$ cat config.mk
export PLATFORM = sky130hd
export DESIGN_NAME = nrz_bit_tx
export DESIGN_NICKNAME = d
export VERILOG_FILES = /design/src/rtl/nrz_tx_pkg.sv /design/src/rtl/nrz_bit_tx_bit_timer.sv /design/src/rtl/nrz_bit_tx.sv
export SDC_FILE = /design/constraint.sdc
export NUM_CORES = 1
export LEC_CHECK = 0
export CAP_MARGIN = 20
export CORE_ASPECT_RATIO = 2
export CORE_MARGIN = 2
export CORE_UTILIZATION = 44
export CTS_BUF_LIST = sky130_fd_sc_hd__clkbuf_2
export DETAILED_ROUTE_END_ITERATION = 10
export GPL_ROUTABILITY_DRIVEN = 0
export PLACE_DENSITY_LB_ADDON = 0.05
export SYNTH_ARGS = -nofsm -noshare
export SYNTH_HDL_FRONTEND = slang
export SYNTH_SLANG_ARGS = --single-unit
$ cat constraint.sdc
create_clock -name clk_300M -period 3.35 [get_ports clk_300M]
set_input_delay 0.67 -clock clk_300M [delete_from_list [all_inputs] [get_ports clk_300M]]
set_output_delay 0.67 -clock clk_300M [all_outputs]
set_load 0.005 [all_outputs]
$ cat src/rtl/nrz_tx_pkg.sv
// Shared types and constants for the NRZ test-pattern transmitter.
package nrz_tx_pkg;

  localparam int PERIOD_W   = 16;
  localparam int MIN_PERIOD = 2;

  typedef enum logic [1:0] {
    IDLE,
    PREAMBLE,
    DATA
  } tx_state_e;

  // A bit shorter than two cycles could not carry a separate strobe and level.
  function automatic logic [PERIOD_W-1:0] clampPeriod(input logic [PERIOD_W-1:0] p);
    return (p < PERIOD_W'(MIN_PERIOD)) ? PERIOD_W'(MIN_PERIOD) : p;
  endfunction

endpackage

$ cat src/rtl/nrz_bit_tx_bit_timer.sv
// Bit-period timer: latches the period on restart and pulses tick_o on the last cycle of each bit.
module bit_timer
  import nrz_tx_pkg::*;
(
  input  logic                clk_i,
  input  logic                rst_i,
  input  logic                restart_i,
  input  logic [PERIOD_W-1:0] per_i,
  output logic                tick_o
);

  logic [PERIOD_W-1:0] cnt_q;
  logic [PERIOD_W-1:0] per_q;

  assign tick_o = (cnt_q == (per_q - PERIOD_W'(1)));

  always_ff @(posedge clk_i) begin
    if (rst_i) begin
      cnt_q <= '0;
      per_q <= PERIOD_W'(MIN_PERIOD);
    end else if (restart_i) begin
      cnt_q <= '0;
      per_q <= per_i;
    end else if (tick_o) begin
      cnt_q <= '0;
    end else begin
      cnt_q <= cnt_q + PERIOD_W'(1);
    end
  end

endmodule

$ cat src/rtl/nrz_bit_tx.sv
// NRZ pattern transmitter: 1010 preamble followed by MSB-first bytes, with a bit strobe reference.
module nrz_bit_tx
  import nrz_tx_pkg::*;
#(
  parameter int   WIDTH      = 8,
  parameter int   PRE_LEN    = 16,
  parameter logic IDLE_LEVEL = 1'b0
) (
  input  logic                clk_300M,
  input  logic                rst,
  input  logic [PERIOD_W-1:0] bit_period,
  input  logic [WIDTH-1:0]    data_in,
  input  logic                data_valid,
  output logic                data_ready,
  output logic                signal_out,
  output logic                bit_strobe,
  output logic                busy
);

  localparam int IDX_MAX = (PRE_LEN > WIDTH) ? PRE_LEN : WIDTH;
  localparam int IDX_W   = $clog2(IDX_MAX);

  tx_state_e        state_q, state_d;
  logic [WIDTH-1:0] hold_q, hold_d;
  logic             holdFull_q, holdFull_d;
  logic [WIDTH-1:0] shift_q, shift_d;
  logic [IDX_W-1:0] bitIdx_q, bitIdx_d;
  logic             signal_q, signal_d;
  logic             strobe_q, strobe_d;
  logic             busy_q, busy_d;
  logic             ready_q, ready_d;

  logic             restart;
  logic             tick;
  logic             load;
  logic             handshake;

  bit_timer u_bit_timer (
    .clk_i    (clk_300M),
    .rst_i    (rst),
    .restart_i(restart),
    .per_i    (clampPeriod(bit_period)),
    .tick_o   (tick)
  );

  assign handshake = data_valid && ready_q;

  // Every output is computed one cycle ahead so signal_out and bit_strobe switch on the same edge.
  always_comb begin
    state_d    = state_q;
    hold_d     = hold_q;
    holdFull_d = holdFull_q;
    shift_d    = shift_q;
    bitIdx_d   = bitIdx_q;
    signal_d   = signal_q;
    strobe_d   = 1'b0;
    restart    = 1'b0;
    load       = 1'b0;

    case (state_q)
      IDLE: begin
        signal_d = IDLE_LEVEL;
        if (holdFull_q) begin
          restart  = 1'b1;
          state_d  = PREAMBLE;
          bitIdx_d = '0;
          signal_d = 1'b1;
          strobe_d = 1'b1;
        end
      end
      PREAMBLE: begin
        if (tick) begin
          strobe_d = 1'b1;
          if (bitIdx_q == IDX_W'(PRE_LEN - 1)) begin
            state_d = DATA;
            load    = 1'b1;
          end else begin
            bitIdx_d = bitIdx_q + IDX_W'(1);
            signal_d = ~bitIdx_d[0];
          end
        end
      end
      DATA: begin
        if (tick) begin
          if (bitIdx_q == IDX_W'(WIDTH - 1)) begin
            if (holdFull_q) begin
              load     = 1'b1;
              strobe_d = 1'b1;
            end else begin
              state_d  = IDLE;
              signal_d = IDLE_LEVEL;
            end
          end else begin
            bitIdx_d = bitIdx_q + IDX_W'(1);
            shift_d  = shift_q << 1;
            signal_d = shift_d[WIDTH-1];
            strobe_d = 1'b1;
          end
        end
      end
      default: begin
        state_d  = IDLE;
        signal_d = IDLE_LEVEL;
      end
    endcase

    // Handshake and load are mutually exclusive because ready is low whenever hold is full.
    if (load) begin
      shift_d    = hold_q;
      bitIdx_d   = '0;
      signal_d   = hold_q[WIDTH-1];
      holdFull_d = 1'b0;
    end
    if (handshake) begin
      hold_d     = data_in;
      holdFull_d = 1'b1;
    end

    busy_d  = (state_d != IDLE);
    ready_d = !holdFull_d;
  end

  always_ff @(posedge clk_300M) begin
    if (rst) begin
      state_q    <= IDLE;
      hold_q     <= '0;
      holdFull_q <= 1'b0;
      shift_q    <= '0;
      bitIdx_q   <= '0;
      signal_q   <= IDLE_LEVEL;
      strobe_q   <= 1'b0;
      busy_q     <= 1'b0;
      ready_q    <= 1'b1;
    end else begin
      state_q    <= state_d;
      hold_q     <= hold_d;
      holdFull_q <= holdFull_d;
      shift_q    <= shift_d;
      bitIdx_q   <= bitIdx_d;
      signal_q   <= signal_d;
      strobe_q   <= strobe_d;
      busy_q     <= busy_d;
      ready_q    <= ready_d;
    end
  end

  assign data_ready = ready_q;
  assign signal_out = signal_q;
  assign bit_strobe = strobe_q;
  assign busy       = busy_q;

endmodule
==> impl_summary.md, run 1 <==
Placement
In this run, placement finished with an instance count of 491. The placed instances occupy a cell area of 0.00355 sq mm. The count of buffers from port buffering is 30. After legalization and detailed placement, the total HPWL measured 6.30 mm.

Routing
In this run the remaining antenna-violating nets after routing total 0. The detailed router placed 2823 vias in this run. Dividing the detail-routed wire length by the instance count gives 15.9 um.

Wires add up to 8.08 mm. The number of iterations in the first detailed-routing pass is 4. After detailed routing, the number of remaining DRC violations is 0. The number of DRC markers after the initial detailed-route iteration is 99. The via density per instance is 5.57.

Global route
The total global routing overflow is 0. The number of global-route vias before repair is 2905. The first-pass GRT wire length is 13.6 mm.

The pin count of the biggest net entering global routing is 32. Global routing used 21.9% of the available tracks. The initial antenna violation count is 0.

Synth
The number of distinct library cell variants in the gate-level netlist after synthesis is 60. Sequential cells were found to cover 36.5% of the synthesized design area. The Yosys step of the flow raised 0 warnings.

The gate count of the mapped netlist is 382. The share of async-settable or async-resettable flops after synthesis is 0%. The dominant synthesized flop cell is sky130_fd_sc_hd__dfxtp_1.

The number of storage elements in the synthesis netlist is 58. Counting every net in the synthesized netlist gives 416. The number of synthesized flops with an enable pin is 0. Dividing the synthesized area by the synthesized cell count gives 8.33 sq um.

The synthesized netlist occupies a cell area of 0.00318 sq mm.

Clocking
The cell sitting at the root of the clock tree is a sky130_fd_sc_hd__clkbuf_2. The total CTS buffers is 9. The number of H-tree levels is 3. The CTS sink count is 58. For the worst-skew pair, the clock arrives at the later sink with an insertion delay of 0.50 ns. The TritonCTS clock tree is built.

The clock input transition at the sequential cells of the worst setup and hold paths is 0.17 ns. The clock tree buffer depth is 2. The number of buffers inserted by hold repair at cts is 0.

Worst setup path
The data required time of the critical path is 3.75 ns. The count of cells along the worst register-to-register path is 11. The reg-to-reg endpoint is bitIdx_q[2]. The worst setup path is launched from a register. In this run the critical register-to-register path is launched from u_bit_timer.per_q[0].

At the worst endpoint, the arrival time is 3.46 ns. The register-to-register path setup slack is 0.29 ns. Traced cell by cell, the critical path runs through inv_1, ha_1, or4b_4, o41ai_1, o32ai_1, o21ai_1, o2111ai_1, buf_4, a211oi_2, xnor2_1, nor3_2. The maximum net fanout on the critical path is 7.

The cell with the largest stage delay on the worst path is sky130_fd_sc_hd__or4b_4. The kind of critical path is reg2reg. The largest single stage delay on the critical path is 0.54 ns.

The worst setup path is captured at a register.

Cells and area
The count of placed standard cells in the final layout, fillers left out is 507. The multi-input combinational cells in the finished layout cover a total of 0.00187 sq mm. The area growth from synthesis to layout is 14.7%. Summing all flip-flop and latch instances after layout gives 0.00116 sq mm. The final layout contains 447 nets. The repair_antennas step left the layout with diodes totalling 0.

The ratio of cells with drive above 1 in the final layout is 9.11%. The number of inserted filler cells in the final layout is 694. With fillers left out, the area of the finished cells amounts to 0.00365 sq mm.

Floorplanning
In this run the count of I/O pins placed on the die edge is 31. The floorplan die area is 0.00797 sq mm. Row generation in the floorplan step produced 43 rows. Once the floorplan was initialized, standard cells occupied 45.5% of the core. The placeable core region is 0.00699 sq mm. The die span in y is 124 um. The floorplan die width is 64.1 um.

Timing
For this run, the top clock speed supported by timing is 326 MHz. The ratio of final minimum period to clock period is 91.5%. For the final routed database, the setup TNS stands at 0 ns. The number of pins with negative max-slew slack in the final report is 0. The clock tree skew after final layout is 0.0255 ns. The worst hold slack is 0.456 ns. The final hold violation count was 0.

The final number of setup-violating endpoints is 0. Measured against its own limit, the worst slew margin works out to 55.8%. For the pin with the worst max-slew slack, the measured transition is 0.663 ns. The post-layout minimum cycle time is 3.06 ns. Setup repair after global routing left no endpoint under its margin.

Power
IR analysis of the VDD net gives a maximum drop of 0.248 mV. The reported leakage power is 1.33 nW. Power spread over the standard cell area amounts to 386 mW/mm^2.

Worst hold path
The worst hold-check path type is reg2reg. The instance count along the most critical hold path is 2. The path with the worst hold slack has its endpoint at shift_q[5].

The origin of the worst min-delay path is shift_q[4].

Run
The number of max-cap violations is 0.

Run status
The flow ran to the end, and the final reports show no timing, DRC or antenna violations.
[worst max-delay path, delay by kind of cell (launching register included)]
kind                       cells  cell delay, ns
buffers and inverters          2            0.33
DFF                            1            0.40
xor gates and xnor gates       1            0.16
adders and majority gates      1            0.27
AOI/OAI and AO/OA              5            1.22
and+or+nand+nor                2            0.59
[cells in the final DEF, fill, tap and decap left out, drive strengths merged, types with 3 or more instances in the layout]
cell | Yosys | layout
nor2 | 32 | 32
clkbuf | 12 | 10
a221oi | 3 | 3
dfxtp | 58 | 58
a31oi | 3 | 3
nand4 | 6 | 6
nand2b | 5 | 5
xor2 | 20 | 20
clkinv | 0 | 5
and4 | 4 | 4
nand3 | 23 | 23
or4 | 3 | 3
buf | 8 | 10
nor3 | 11 | 11
mux2i | 9 | 9
nor4 | 10 | 10
nor3b | 4 | 4
and2 | 4 | 4
ha | 7 | 7
clkdlybuf4s50 | 0 | 30
inv | 13 | 13
o21ai | 4 | 4
a21oi | 30 | 30
nand2 | 51 | 51
xnor2 | 14 | 14
and3 | 5 | 5
o2bb2ai | 5 | 5
a211oi | 8 | 8
[power by group]
group          switching (mW)  total [mW]  leakage [nW]  internal (mW)
logic                   0.155       0.294         0.802          0.139
clock network           0.258       0.347        0.0564         0.0883
registers              0.0457       0.767         0.472          0.721
total                   0.459        1.41          1.33          0.948
[state kept, by name, indices dropped and copies added, names as in the netlist]
name / count
u_bit_timer.cnt_q: 16
u_bit_timer.per_q: 16
hold_q: 8
shift_q: 7
bitIdx_q: 4
state_q: 2
bit_strobe: 1
busy: 1
data_ready: 1
holdFull_q: 1
signal_out: 1
[cell usage after synthesis (all sizes together) (3+ instances only)]
cell type / count / area [sq um]
dfxtp: 58 / 1160
and3: 5 / 31.3
nand2: 51 / 199
buf: 8 / 63.8
inv: 13 / 48.8
ha: 7 / 87.6
o2bb2ai: 5 / 43.8
a31oi: 3 / 18.8
nor2: 32 / 120
mux2i: 9 / 90.1
nand2b: 5 / 31.3
and2: 4 / 25.0
a211oi: 8 / 65.1
o21ai: 4 / 20.0
and4: 4 / 35.0
or4: 3 / 26.3
a21oi: 30 / 150
clkbuf: 12 / 45.0
a221oi: 3 / 26.3
nor4: 10 / 83.8
nand4: 6 / 37.5
nand3: 23 / 115
nor3: 11 / 65.1
nor3b: 4 / 30.0
xor2: 20 / 175
xnor2: 14 / 123
[worst max-delay path by stage]
stage / startpoint / to / depth (start not counted)
after floorplan: u_bit_timer.per_q[0] / busy / 10
after global placement: u_bit_timer.per_q[0] / shift_q[1] / 10
after detailed placement: u_bit_timer.per_q[0] / shift_q[1] / 10
after CTS: u_bit_timer.per_q[0] / shift_q[6] / 10
after global routing: u_bit_timer.per_q[0] / bitIdx_q[0] / 11
final: u_bit_timer.per_q[0] / bitIdx_q[2] / 11
[layout make-up]
cell class,count,share of cell area [%]
Tap cell,90,3.09
Inverter,13,1.34
Clock buffer,10,1.37
Timing Repair Buffer,40,10.6
Multi-Input combinational cell,291,51.1
Sequential cell,58,31.8
Clock inverter,5,0.617
[cell families (layout without fill, tap and decap cells)]
logic type	after synthesis	in the layout	synth area share, %
xor+xnor	34	34	9.36
compound gates	71	71	15.3
flops	58	58	36.5
mux	11	11	3.66
simple gates	168	168	27.6
buf+inv	33	68	4.95
fa+ha+maj	7	7	2.75
[layer usage]
metal | GRT usage, % | share of wire (%) | vias up
li1 | - | - | 1431
met5 | 0 | 0 | -
met1 | 20.9 | 37 | 1313
met2 | 40.9 | 56 | 52
met3 | 4.79 | 2.8 | 27
met4 | 13.1 | 4.7 | 0
[per-stage QoR]
stage / total power [mW] / setup WS (ns) / utilization (%)
floorplan: 0.960 / 0.603 / -
global placement: 1.07 / 0.306 / 50.8
detailed placement: 1.07 / 0.242 / 50.8
CTS: 1.41 / 0.194 / 51.9
global route: 1.49 / 0.0198 / 52.2
finish: 1.41 / 0.285 / 52.2
[what timing repair did]
item                                    CTS  global route
setup buffers                             0             1
endpoints found under the setup margin    0             8
gates resized for setup                   0             2
Power figures use the tool's default switching activity.
==> run 2, diff against run 1 <==
--- a/config.mk
+++ b/config.mk
@@ -7,12 +7,12 @@
 export LEC_CHECK = 0
 export CAP_MARGIN = 20
 export CORE_ASPECT_RATIO = 2
-export CORE_MARGIN = 2
 export CORE_UTILIZATION = 44
 export CTS_BUF_LIST = sky130_fd_sc_hd__clkbuf_2
 export DETAILED_ROUTE_END_ITERATION = 10
 export GPL_ROUTABILITY_DRIVEN = 0
 export PLACE_DENSITY_LB_ADDON = 0.05
+export REMOVE_ABC_BUFFERS = 1
 export SYNTH_ARGS = -nofsm -noshare
 export SYNTH_HDL_FRONTEND = slang
 export SYNTH_SLANG_ARGS = --single-unit
==> run 2 against run 1 <==
  * Clock-buffer cell count is the same
  * Combinational power is essentially flat
  * Cell area shrank 0.14%
  * Die area shrank 4.7%
  * Worst hold slack gained 0.011 ns
  * Routed wire length grew 2.4%
  * Non-clock buffer count shrank 2
==> impl_summary.md, run 2 (synthesis gave the netlist of run 1 again) <==
Run status
The flow ran to the end, and the final reports show no timing, DRC or antenna violations.

Global route
The global-route track usage on met1 is 21.2%. The initial antenna violation count came to 1. The global-route track usage on met2 is 45.5%. The number of global-route vias before repair is 2809.

The total routing resource utilization after global routing is 23.5%. The pin count of the biggest net entering global routing is 37. The layer flagged by global routing as most heavily used is met2. For this run, global-route usage on met3 was measured as 4.74%.

The total global routing overflow is 0. The first-pass GRT wire length is 13.6 mm.

Placement
Detailed placement ended at an HPWL of 6.39 mm. Port buffering added 30 buffers. The setup slack after placement is 0.235 ns.

Clocking
The root cell of the clock tree is sky130_fd_sc_hd__clkbuf_2. The CTS sink count is 58. The buffers inserted during post-CTS setup optimization is 0. The TritonCTS clock tree is built. The number of H-tree levels is 3.

The number of buffers inserted by hold repair at cts is 0. The clock tree buffer depth is 2. The clock input transition at the sequential cells of the worst setup and hold paths is 0.16 ns. Counting the buffers created by CTS gives 9. After clock tree synthesis, the repair step resized 0 gates.

The clock reaches the later pin of the worst-skew pair after 0.48 ns.

Worst setup path
The kind of critical path is reg2reg. The endpoint identified for the worst register-to-register timing path is shift_q[6]. For the worst setup path, the data arrival time is 3.49 ns.

The worst flop-to-flop path startpoint is u_bit_timer.per_q[0]. The startpoint class of the critical path is a register. The maximum net fanout on the critical path is 7. Measured in cells, the most critical reg-to-reg path has a length of 10. The worst setup path startpoint is u_bit_timer.per_q[0]. The worst setup path is captured at a register. STA puts the critical path data required time at 3.73 ns. The register-to-register path setup slack is 0.24 ns.

Timing
The final worst slack is 0.239 ns. The final number of setup-violating endpoints is 0. For the final routed database, the setup TNS stands at 0 ns. Static timing analysis puts the maximum clock frequency at 321 MHz. Headroom to the max-slew limit came out at 48.5%. The final hold violation count is 0.

Clock skew on the completed layout was measured at 0.0114 ns. The post-layout minimum cycle time is 3.11 ns. Setup repair after global routing left no endpoint under its margin.

At the pin with the least slew margin, the transition time is 0.771 ns. The number of pins with negative max-slew slack in the final report is 0. The ratio of final minimum period to clock period is 92.9%.

Routing
In the routed layout, each cell is associated on average with a via count of 5.70. The post-detailed-route count of antenna-violating nets is 0. For this run, design rule violations remaining after detail routing come to 0. Summing over every cut layer, the via total after detailed routing is 2881. In the final routed layout, each cell accounts on average for 16.4 um. The detailed router finished its first iteration with 139 violations.

The pre-antenna-repair detailed-routing pass consisted of 5 iterations. The total length of routed wires is 8.27 mm.

Cells and area
In the final layout, the registers with the most flip-flops are u_bit_timer.cnt_q x16, u_bit_timer.per_q x16, hold_q x8. At the end of the flow, the number of nets in the layout was 445. The ratio of cells with drive above 1 in the final layout is 8.45%.

From synthesis to final layout, the design area changed by 14.5%. Measured on the finished design, the core utilization comes to 52.5%. Leaving out fill and tap cells, the most frequent cells in the layout are sky130_fd_sc_hd__dfxtp_1, sky130_fd_sc_hd__nand2_1, sky130_fd_sc_hd__nor2_1, sky130_fd_sc_hd__a21oi_1, sky130_fd_sc_hd__clkdlybuf4s50_1. Leaving out fill and tap cells, the most frequent cell in the layout is sky130_fd_sc_hd__dfxtp_1.

Floorplanning
During I/O placement, the number of pins put on the boundary was 31. The initial standard-cell utilization of the core is 45.9%. The die is 122 um tall. The region available for standard cell placement spans 0.00694 sq mm.

The floorplan row count is 43. From left edge to right edge, the die measures 62.1 um. The floorplan die area is 0.00760 sq mm.

Worst hold path
The origin of the worst min-delay path is hold_q[1]. The instance count along the most critical hold path is 2. The worst hold path belongs to the class reg2reg. For hold timing, the worst endpoint is hold_q[1].

Power
The worst-case IR drop observed on VDD is 0.245 mV. The areal power density over the cells is 405 mW/mm^2. The reported leakage power is 1.33 nW.

Run
The number of max-cap violations is 0.
==> run 2: final cells by class <==
type                            instances  area, sq um
Antenna cell                            1         2.50
Clock buffer                           10         50.0
Clock inverter                          4         45.0
Fill cell                             683         3300
Inverter                               13         48.8
Multi-Input combinational cell        291         1860
Sequential cell                        58         1160
Tap cell                               90          113
Timing Repair Buffer                   38          360
==> run 2: report_power, final <==
group / internal (mW) / switching [mW]
clock network: 0.164 / 0.253
registers: 0.721 / 0.0428
logic: 0.133 / 0.160
total: 1.02 / 0.456
==> run 2: worst max-delay path by stage <==
stage                             to  slack, ns  cells past startpoint
after detailed placement  shift_q[4]       0.23                     10
after CTS                 shift_q[6]       0.23                     10
after floorplan           shift_q[1]       0.48                     10
after global placement    shift_q[2]       0.34                     10
after global routing      signal_out      0.004                     11
final                     shift_q[6]       0.24                     10
==> run 2: worst max-delay path: stages, from the launching register on <==
cell and delay, ns:
sky130_fd_sc_hd__dfxtp_1 0.40, sky130_fd_sc_hd__inv_1 0.08, sky130_fd_sc_hd__ha_1 0.25, sky130_fd_sc_hd__or4b_4 0.54, sky130_fd_sc_hd__a2111oi_2 0.31, sky130_fd_sc_hd__nor3_1 0.14, sky130_fd_sc_hd__nor4_4 0.24, sky130_fd_sc_hd__o2111a_1 0.38
sky130_fd_sc_hd__and2_1 0.36, sky130_fd_sc_hd__mux2i_1 0.22, sky130_fd_sc_hd__o2bb2ai_1 0.08
==> run 2: per-layer routing <==
metal  vias to the layer above  wire [um]  part of all wire (%)
li1                       1419          -                     -
met1                      1375       2930                    35
met2                        71       4780                    58
met3                        16        245                   3.0
met4                         0        317                   3.8
met5                         -          0                     0
==> run 2: stage by stage <==
step / instance area, sq um / hold WS, ns / power [mW] / instances
CTS: 3640 / 0.470 / 1.50 / 504
global placement: 3550 / 0.440 / 1.07 / 490
detailed placement: 3550 / 0.448 / 1.07 / 490
global route: 3640 / 0.483 / 1.56 / 505
finish: 3640 / 0.467 / 1.47 / 505
floorplan: 3070 / 0.425 / 0.941 / 362
==> run 3, diff against run 2 <==
--- a/config.mk
+++ b/config.mk
@@ -7,6 +7,7 @@
 export LEC_CHECK = 0
 export CAP_MARGIN = 20
 export CORE_ASPECT_RATIO = 2
+export CORE_MARGIN = 2
 export CORE_UTILIZATION = 44
 export CTS_BUF_LIST = sky130_fd_sc_hd__clkbuf_2
 export DETAILED_ROUTE_END_ITERATION = 10
==> run 3 against run 2 <==
  * Total power is 12% higher
  * Critical path depth is 1 higher
  * Worst hold slack better by 0.0033 ns
  * Global-route usage is 1.0 points lower
  * Critical endpoint is now signal_out
  * Non-clock buffer count stayed put
  * Largest power group unchanged
  * Clock skew is 0.025 ns higher
  * Critical path type unchanged
==> impl_summary.md, run 3 (synthesis gave the netlist of run 1 again) <==
Clocking
The root buffer cell chosen for the clock tree is sky130_fd_sc_hd__clkbuf_2. The total CTS buffers is 9. The clock input transition at the sequential cells of the worst setup and hold paths is 0.17 ns. For the worst-skew pair, the clock arrives at the later sink with an insertion delay of 0.54 ns. TritonCTS built the clock tree.

The post-cts repair resize count is 0. Hold repair after CTS inserted 0 buffers. The number of H-tree levels is 3. CTS saw 58 sinks.

Counting along the longest clock path gives a buffer depth of 2. The buffers inserted during post-CTS setup optimization is 0.

Floorplanning
The floorplan step set the die height to 124 um. The number of ports placed on the die boundary is 31. The die covers 0.00797 sq mm. Measured along the x axis, the die boundary spans 64.1 um. Once the floorplan was initialized, standard cells occupied 45.5% of the core. The floorplan has 43 rows. The total area inside the core boundary comes to 0.00699 sq mm.

Worst setup path
The maximum net fanout on the critical path is 7. For this run, the slowest stage of the critical path takes 0.53 ns. The worst setup path is launched from a register. The critical path is of the reg2reg type. For the worst setup path, the data required time is 3.83 ns. At the worst endpoint, the arrival time is 3.60 ns. The cell with the largest stage delay on the worst path is sky130_fd_sc_hd__or4b_4. The type of destination of the critical path is a register. The critical path contains buffers and inverters numbering 2 combined. The cell family contributing the most delay on the critical path is compound AO/OA/AOI/OAI gates.

Traced cell by cell, the critical path runs through inv_1, ha_1, or4b_4, a2111oi_2, nor3_1, nor4_4, o2111a_1, buf_4, a21oi_1, a221oi_1, o21a_1.

Timing
The ratio of final minimum period to clock period is 93.0%. The normalized max-slew margin is 50.3%. The clock tree skew after final layout is 0.0366 ns.

The number of pins with negative max-slew slack in the final report is 0. The post-layout minimum cycle time is 3.12 ns. The final number of setup-violating endpoints is 0. Setup repair after global routing left no endpoint under its margin.

The fmax is 321 MHz. The final hold violation count came to 0. For the pin with the worst max-slew slack, the measured transition is 0.744 ns. Setup total negative slack on the finished layout was measured at 0 ns.

Global route
The total global routing overflow is 0. The pin count of the biggest net entering global routing is 24. The total routing resource utilization after global routing is 22.5%. The initial antenna violation count came to 0.

The first-pass GRT wire length is 13.8 mm. The number of global-route vias before repair was 2853.

Cells and area
The largest registers in the layout are u_bit_timer.cnt_q x16, u_bit_timer.per_q x16, hold_q x8. The ratio of cells with drive above 1 in the final layout is 8.92%. Compared with the post-synthesis result, the final layout area differs by 16.4%. The antenna cell count is 0. The most common library cell in the layout ignoring fill and taps is sky130_fd_sc_hd__dfxtp_1. The share of the core filled with cells in the final layout is 53.0%.

The final layout contains 445 nets. Leaving out fill and tap cells, the most frequent cells in the layout are sky130_fd_sc_hd__dfxtp_1, sky130_fd_sc_hd__nand2_1, sky130_fd_sc_hd__nor2_1, sky130_fd_sc_hd__a21oi_1, sky130_fd_sc_hd__clkdlybuf4s50_1. The final design area excluding fillers is 0.00371 sq mm.

Worst hold path
The path class of the tightest hold or removal check is reg2reg.

Routing
The first detailed-routing pass took 4 iterations. The post-detailed-route count of antenna-violating nets is 0. For this run, design rule violations remaining after detail routing come to 0. The final layout contains routed wiring with a total length of 8.29 mm. The vias after detailed routing is 2818.

Dividing the detail-routed wire length by the instance count gives 16.4 um. The number of DRC markers after the initial detailed-route iteration is 144. Using the TritonRoute via totals, the vias-per-cell ratio works out to 5.58.

Power
Of the total power, combinational logic draws 17.4%. Sequential cells account for 46.5% of the total power. In this run switching power makes up 29.3% of total power.

The reported leakage power is 1.35 nW. The peak ir drop on the vdd network is 0.352 mV. Power spread over the standard cell area amounts to 446 mW/mm^2. The sum of internal, switching and leakage power is 1.65 mW. The clock network fraction of total power is 36.1%. The analysis attributes to net switching a power of 0.484 mW. Cell internal power was estimated by the tool at 1.17 mW.

Placement
The count of buffers added on input and output ports is 30. The half-perimeter wire length after detailed placement is 6.42 mm. Once placement finished, the instance area stood at 0.00355 sq mm.

Run
Across the run, the number of max-cap violations was 0.

Run status
The run finished with clean final reports.
## run 3: area by class of cell
type / instances / area, sq um
inverters: 13 / 48.8
clock buffers: 9 / 45.0
flip-flops and latches: 58 / 1160
fillers: 695 / 3290
well taps: 90 / 113
repair buffers: 38 / 360
clock inverters: 6 / 106
multi-input cells: 291 / 1870
## run 3: tightest hold or removal path: stages (launching register included)
cell and delay (ns):
sky130_fd_sc_hd__dfxtp_1 0.35, sky130_fd_sc_hd__nand2_1 0.05, sky130_fd_sc_hd__a21oi_1 0.05
## run 3: path summary, 6_finish.rpt
path	from	end	slack [ns]	depth (start not counted)
worst max register to register	u_bit_timer.per_q[0]	signal_out	0.23	11
worst min register to register	hold_q[4]	hold_q[4]	0.47	2
worst max-delay path	u_bit_timer.per_q[0]	signal_out	0.23	11
worst min-delay path	hold_q[4]	hold_q[4]	0.47	2
## run 3: routing by layer
layer,vias up,track usage (%),part of all wire [%]
met5,-,0,0
met4,0,13.3,4.9
met3,27,5.78,3.0
met2,61,41.9,57
met1,1305,21.2,35
li1,1425,-,-
## run 3: power groups by stage
stage	Clock, mW	Sequential, mW	Combinational, mW
2_1_floorplan	0	0.768	0.173
3_3_place_gp	0	0.783	0.285
3_5_place_dp	0	0.782	0.288
4_1_cts	0.610	0.768	0.289
5_1_grt	0.639	0.775	0.318
6_report	0.596	0.769	0.288
## run 3: stage by stage
stage | setup slack (ns) | hold slack [ns] | std cells
after floorplan | 0.478 | 0.425 | 362
after global placement | 0.306 | 0.439 | 490
after detailed placement | 0.190 | 0.448 | 490
after CTS | 0.174 | 0.470 | 505
after global routing | 0.00555 | 0.490 | 505
final | 0.233 | 0.470 | 505
